### src/rtl/shift_arbiter_pkg.sv
// Shared definitions for the shift arbiter: operation encodings, FSM state
// encodings and the derived-width helpers used by the top and by shift_core.
package shift_arbiter_pkg;

    // Operation encodings carried on req_type
    typedef enum logic [1:0] {
        SH_LL = 2'b00,   // shift left, zero fill
        SH_LR = 2'b01,   // shift right (logical), zero fill
        SH_RL = 2'b10,   // rotate left
        SH_RR = 2'b11    // rotate right
    } shift_type_t;

    // Arbiter FSM states
    typedef enum logic [1:0] {
        ST_IDLE = 2'b00,
        ST_EXEC = 2'b01,
        ST_RESP = 2'b10
    } state_t;

    // Shift-amount width for a W-bit datapath (at least one bit)
    function automatic int shift_width(input int w);
        return (w > 1) ? $clog2(w) : 1;
    endfunction

    // Requester-index width for NREQ requesters (at least one bit)
    function automatic int id_width(input int n);
        return (n > 1) ? $clog2(n) : 1;
    endfunction

endpackage

### src/rtl/shift_core.sv
// Purely combinational W-bit shift/rotate unit shared by all requesters.
// Rotates use a doubled operand so that a rotate by zero is the operand itself
// and never mixes in a full W-bit shift.
module shift_core
    import shift_arbiter_pkg::*;
#(
    parameter  int W  = 8,
    localparam int SW = shift_width(W)
) (
    input  logic [W-1:0]  data,
    input  logic [SW-1:0] shift,
    input  shift_type_t   kind,
    output logic [W-1:0]  result
);

    // Select the operation; shifts zero-fill, rotates wrap modulo W
    always_comb begin
        result = data;
        case (kind)
            SH_LL:   result = data << shift;
            SH_LR:   result = data >> shift;
            SH_RL:   result = W'(({data, data} << shift) >> W);
            SH_RR:   result = W'({data, data} >> shift);
            default: result = data;
        endcase
    end

endmodule

### src/rtl/shift_arbiter.sv
// Shares one shift_core between NREQ requesters.
// IDLE grants one pending requester (req_ready is a same-cycle one-hot strobe)
// and captures its operands; EXEC registers the core result; RESP holds the
// tagged result on a valid/ready channel until accepted.
// Handshake: a response transfers on a rising edge where resp_valid and
// resp_ready are both high; resp_data/resp_id are stable while resp_valid is
// high and not yet accepted.
// Build option: define SHIFT_ARB_RR_EN for round-robin arbitration (search
// starts at a pointer that moves past each winner); otherwise fixed priority,
// lowest index wins, and no pointer register exists.
module shift_arbiter
    import shift_arbiter_pkg::*;
#(
    parameter  int W    = 8,
    parameter  int NREQ = 4,
    localparam int SW   = shift_width(W),
    localparam int IDW  = id_width(NREQ)
) (
    input  logic              clock,
    input  logic              reset_n,
    input  logic [NREQ-1:0]   req_valid,
    output logic [NREQ-1:0]   req_ready,
    input  logic [NREQ*W-1:0] req_data,
    input  logic [NREQ*SW-1:0] req_shift,
    input  logic [NREQ*2-1:0] req_type,
    output logic              resp_valid,
    input  logic              resp_ready,
    output logic [W-1:0]      resp_data,
    output logic [IDW-1:0]    resp_id,
    output logic              busy
);

    state_t          state;

    // Registered copy of the winner's request
    logic [W-1:0]    op_data;
    logic [SW-1:0]   op_shift;
    shift_type_t     op_kind;
    logic [IDW-1:0]  op_id;

    // Arbitration results for the current cycle
    logic            grant_any;
    logic [IDW-1:0]  grant_idx;
    logic [NREQ-1:0] grant_vec;
    logic [W-1:0]    sel_data;
    logic [SW-1:0]   sel_shift;
    shift_type_t     sel_kind;

    logic [W-1:0]    core_result;

`ifdef SHIFT_ARB_RR_EN
    logic [IDW-1:0]  rr_ptr;
`endif

    // Pick the winner: scan from the search start, the closest pending index wins
    always_comb begin
        int start;
        int cand;
        grant_any = 1'b0;
        grant_idx = '0;
        grant_vec = '0;
        sel_data  = '0;
        sel_shift = '0;
        sel_kind  = SH_LL;
`ifdef SHIFT_ARB_RR_EN
        start = int'(rr_ptr);
`else
        start = 0;
`endif
        cand = 0;
        // Descending scan so the last hit (smallest offset) takes precedence
        for (int k = NREQ - 1; k >= 0; k--) begin
            cand = start + k;
            if (cand >= NREQ) begin
                cand = cand - NREQ;
            end
            if (req_valid[cand]) begin
                grant_any       = 1'b1;
                grant_idx       = IDW'(cand);
                grant_vec       = '0;
                grant_vec[cand] = 1'b1;
                sel_data        = req_data[cand*W +: W];
                sel_shift       = req_shift[cand*SW +: SW];
                sel_kind        = shift_type_t'(req_type[cand*2 +: 2]);
            end
        end
    end

    // Grant strobe only in IDLE, and forced low while reset is asserted
    assign req_ready = (reset_n && (state == ST_IDLE)) ? grant_vec : '0;
    assign busy      = (state != ST_IDLE);

    // The single shared shifter, fed only from the captured operands
    shift_core #(
        .W (W)
    ) u_core (
        .data   (op_data),
        .shift  (op_shift),
        .kind   (op_kind),
        .result (core_result)
    );

    // Control FSM with operand capture, result register and arbitration pointer
    always_ff @(posedge clock or negedge reset_n) begin
        if (!reset_n) begin
            state      <= ST_IDLE;
            op_data    <= '0;
            op_shift   <= '0;
            op_kind    <= SH_LL;
            op_id      <= '0;
            resp_valid <= 1'b0;
            resp_data  <= '0;
            resp_id    <= '0;
`ifdef SHIFT_ARB_RR_EN
            rr_ptr     <= '0;
`endif
        end else begin
            case (state)
                ST_IDLE: begin
                    if (grant_any) begin
                        op_data  <= sel_data;
                        op_shift <= sel_shift;
                        op_kind  <= sel_kind;
                        op_id    <= grant_idx;
                        state    <= ST_EXEC;
`ifdef SHIFT_ARB_RR_EN
                        rr_ptr   <= (grant_idx == IDW'(NREQ - 1)) ? '0 : grant_idx + 1'b1;
`endif
                    end
                end
                ST_EXEC: begin
                    resp_data  <= core_result;
                    resp_id    <= op_id;
                    resp_valid <= 1'b1;
                    state      <= ST_RESP;
                end
                ST_RESP: begin
                    if (resp_ready) begin
                        resp_valid <= 1'b0;
                        state      <= ST_IDLE;
                    end
                end
                default: begin
                    resp_valid <= 1'b0;
                    state      <= ST_IDLE;
                end
            endcase
        end
    end

endmodule

### config.mk
export PLATFORM = sky130hd
export DESIGN_NAME = shift_arbiter
export DESIGN_NICKNAME = d
export VERILOG_FILES = /design/src/rtl/shift_arbiter_pkg.sv /design/src/rtl/shift_core.sv /design/src/rtl/shift_arbiter.sv
export SDC_FILE = /design/constraint.sdc
export NUM_CORES = 1
export LEC_CHECK = 0
export ABC_AREA = 1
export CORE_MARGIN = 4
export CORE_UTILIZATION = 42
export CTS_CLUSTER_SIZE = 8
export DETAILED_ROUTE_END_ITERATION = 10
export GPL_TIMING_DRIVEN = 1
export PLACE_DENSITY_LB_ADDON = 0.15
export SLEW_MARGIN = 40
export SYNTH_ARGS = -nofsm -noshare
export SYNTH_HDL_FRONTEND = slang
export SYNTH_SLANG_ARGS = --single-unit
### constraint.sdc
create_clock -name clock -period 1.4 [get_ports clock]
set_clock_uncertainty 0.05 [all_clocks]
set_input_delay 0.28 -clock clock [delete_from_list [all_inputs] [get_ports clock]]
set_output_delay 0.28 -clock clock [all_outputs]
set_load 0.01 [all_outputs]
==> results.sh <==
export IMPL_max_stage_delay_ns=0.45
export IMPL_path_buf_inv=3
export IMPL_net_switching_power_mw=4.03
export IMPL_place_inst=523
export IMPL_max_freq_mhz=632
export IMPL_die_w_um=81.5
export IMPL_grt_ovfl_total=0
export IMPL_worstPathArrival_ns=1.25
export IMPL_cpLargestDelayFamily="buffers and inverters"
export IMPL_setup_viol=22
export IMPL_maxSlewViolCount=0
export IMPL_root_buffer="clkbuf_8"
export IMPL_worst_pin_slew_ns=0.357
export IMPL_crit_type="in -> out"
export IMPL_dp_hpwl_mm=5.53
export IMPL_pwr_share_comb_pct=72.6
export IMPL_cts_buffers=3
export IMPL_hp_class="in -> async"
export IMPL_finalCritPeriodShare_pct=113
export IMPL_slowest_stage="clkdlybuf4s50_1"
export IMPL_core_region_area_um2=5170
export IMPL_hold_slack_ns=0.271
export IMPL_startpoint_type="primary input"
export IMPL_ctsHoldBuffers=0
export IMPL_grt_pass1_wl_mm=12.1
export IMPL_grt_max_degree=29
export IMPL_rows=26
export IMPL_intPower_mw=4.33
export IMPL_cts_tree="yes"
export IMPL_r2r_start="state[1]"
export IMPL_period_minus_slack_ns=1.58
export IMPL_crit_start="req_valid[2]"
export IMPL_antenna_found_initial=0
export IMPL_synth_cell_type_count=27
export IMPL_dr_total_vias=2817
export IMPL_synth_simple_area_share_pct=44.7
export IMPL_grt_setup_unrepaired="yes"
export IMPL_synthCells=364
export IMPL_cts_sinks=28
export IMPL_required_ns=1.07
export IMPL_viasPerCell=5.24
export IMPL_grt_pass1_vias=2711
export IMPL_clkLatencyLatePin_ns=0.29
export IMPL_end_kind="output port"
export IMPL_pwr_share_clk_pct=7.9
export IMPL_synthMuxAreaShare_pct=0
export IMPL_critical_path_max_fanout=3
export IMPL_clkSlewWorstSetupHoldPaths_ns=0.11
export IMPL_avgSynthCellArea_um2=6.23
export IMPL_stdcell_count=538
export IMPL_routabilityCongestion=0.888
export IMPL_ios=75
export IMPL_leakage_nw=1.81
export IMPL_area_growth_pct=67.7
export IMPL_initial_core_util_pct=43.8
export IMPL_firstDrtPassIters=4
export IMPL_io_buffers=74
export IMPL_synth_warnings=0
export IMPL_postRouteAntennaNets=0
export IMPL_switching_share_pct=48.2
export IMPL_grt_usage_pct=22.8
export IMPL_routedWlPerCell_um=14.1
export IMPL_syn_nets=423
export IMPL_die_h_um=81.5
export IMPL_power_total_mw=8.36
export IMPL_path_cells="clkdlybuf4s50_1 -> inv_2 -> nand2_1 -> nor3_2 -> buf_2"
export IMPL_fin_nets=528
export IMPL_netlist_area_um2=2270
export IMPL_layout_setup_ws_ns=-0.183
export IMPL_synthAdderAreaFrac_pct=0
export IMPL_drt_iter0_drc=206
export IMPL_maxCapViolCount=0
export IMPL_dp_slack_ns=-0.650
export IMPL_post_route_util_pct=73.5
export IMPL_hold_viol=0
export IMPL_diodes=0
export IMPL_ys_seq_area_share_pct=30.9
export IMPL_synth_top_family_by_area="simple AND/OR/NAND/NOR gates"
export IMPL_drc=0
export IMPL_h_tree_depth=1
export IMPL_status="finished with violations"
export IMPL_power_density_nw_per_um2=2200
export IMPL_dieArea_um2=6640
export IMPL_wirelength_mm=7.59
export IMPL_p_seq_share_pct=19.4
export IMPL_ir_drop_v=0.00123
export IMPL_violations="setup timing"
export IMPL_slew_headroom_pct=76.2
export IMPL_drive_above_1_share_pct=30.1
export IMPL_cts_buffer_depth=2
export IMPL_ys_ff_latch=28
export IMPL_synth_compound_area_share_pct=14.2
export IMPL_synth_xor_area_share_pct=0
==> Yosys cell counts <==
cell	n	area, µm²
o211ai_1	2	15.0
clkinv_1	1	3.75
a31oi_1	13	81.3
buf_4	4	30.0
a21oi_1	4	20.0
o21ai_1	5	25.0
buf_6	3	33.8
inv_2	1	3.75
nor2_2	1	6.26
inv_1	27	101
nand2_4	2	22.5
o21ai_0	17	85.1
o22ai_1	13	81.3
nor2_1	53	199
a22oi_1	1	7.51
nand2_1	104	390
nand3_1	57	285
nand2_2	4	25.0
buf_2	7	35.0
clkbuf_1	6	22.5
nor3_1	2	10.0
nand4_1	2	12.5
nand3_2	3	30.0
dfrtp_1	28	701
or2_2	2	12.5
o21a_1	1	7.51
nor2_8	1	20.0
==> path summary, 6_finish.rpt <==
path                       depth (start not counted)  slack, ns           end
max reg2reg                                        7      -0.07    op_data[4]
min                                                2       0.27    op_kind[0]
max in group asynchronous                          2       0.75    op_kind[0]
min reg2reg                                        2       0.44  resp_data[7]
min in group clock                                 2       0.44  resp_data[7]
max                                                5      -0.18  req_ready[3]
==> cell type report <==
class                      count  area [µm²]
multi-input combinational    287        1680
inverter                      29         115
tap                           70        87.6
fill                         424        1370
clock buffer                   3        41.3
clock inverter                 1        30.0
timing repair buffer         120        1150
sequential                    28         702
==> per-stage QoR <==
| stage | TNS [ns] | area, µm² |
|---|---|---|
| CTS | -1.65 | 3530 |
| detailed placement | -9.10 | 3260 |
| global route | -3.08 | 3800 |
| finish | -1.59 | 3800 |
| global placement | -8.96 | 3260 |
| floorplan | 0 | 2270 |
==> power by group through the flow <==
| stage | combinational, mW | sequential [mW] | clock (mW) |
|---|---|---|---|
| after floorplan | 3.01 | 1.56 | 0 |
| after detailed placement | 4.62 | 1.57 | 0 |
| after global routing | 6.61 | 1.67 | 0.705 |
| after CTS | 5.28 | 1.56 | 0.655 |
| final | 6.07 | 1.63 | 0.662 |
| after global placement | 4.56 | 1.56 | 0 |
==> layer usage <==
metal	share of wire [%]	GRT usage (%)	vias up	routed length, µm
li1	-	-	1409	-
met1	42	28.5	1299	3200
met2	49	38.9	88	3750
met3	6.0	4.71	21	452
met4	2.5	8.11	0	186
met5	0	0	-	0
==> logic make-up after synthesis <==
group	Yosys count
AOI/OAI and AO/OA	56
buffers and inverters	49
and+or+nand+nor	231
DFF	28
==> cells in the final DEF, fill, tap and decap left out, drive strengths merged <==
cell type        n
nand2          110
inv             28
dfrtp           28
o21ai           22
buf             51
a21oi            4
nor3             2
nand4            2
nor2            55
clkdlybuf4s50   56
a31oi           13
o21a             1
clkinv           1
nand3           60
bufinv           1
or2              2
clkbuf           3
o22ai           13
o211ai           2
a22oi            1
dlygate4sd2     13
==> state kept, by name, indices dropped and copies added, names as in the netlist <==
signal	flops
resp_valid	1
op_shift	3
resp_data	8
state	2
op_kind	2
op_data	8
op_id	2
resp_id	2
==> repair_timing <==
item | 4_1_cts | 5_1_grt
gates cloned | 2 | 0
buffers inserted | 6 | 5
pin swaps | 3 | 26
resized for setup | 70 | 81
setup endpoints to repair | 34 | 27
(Power assumes the default switching activity.)
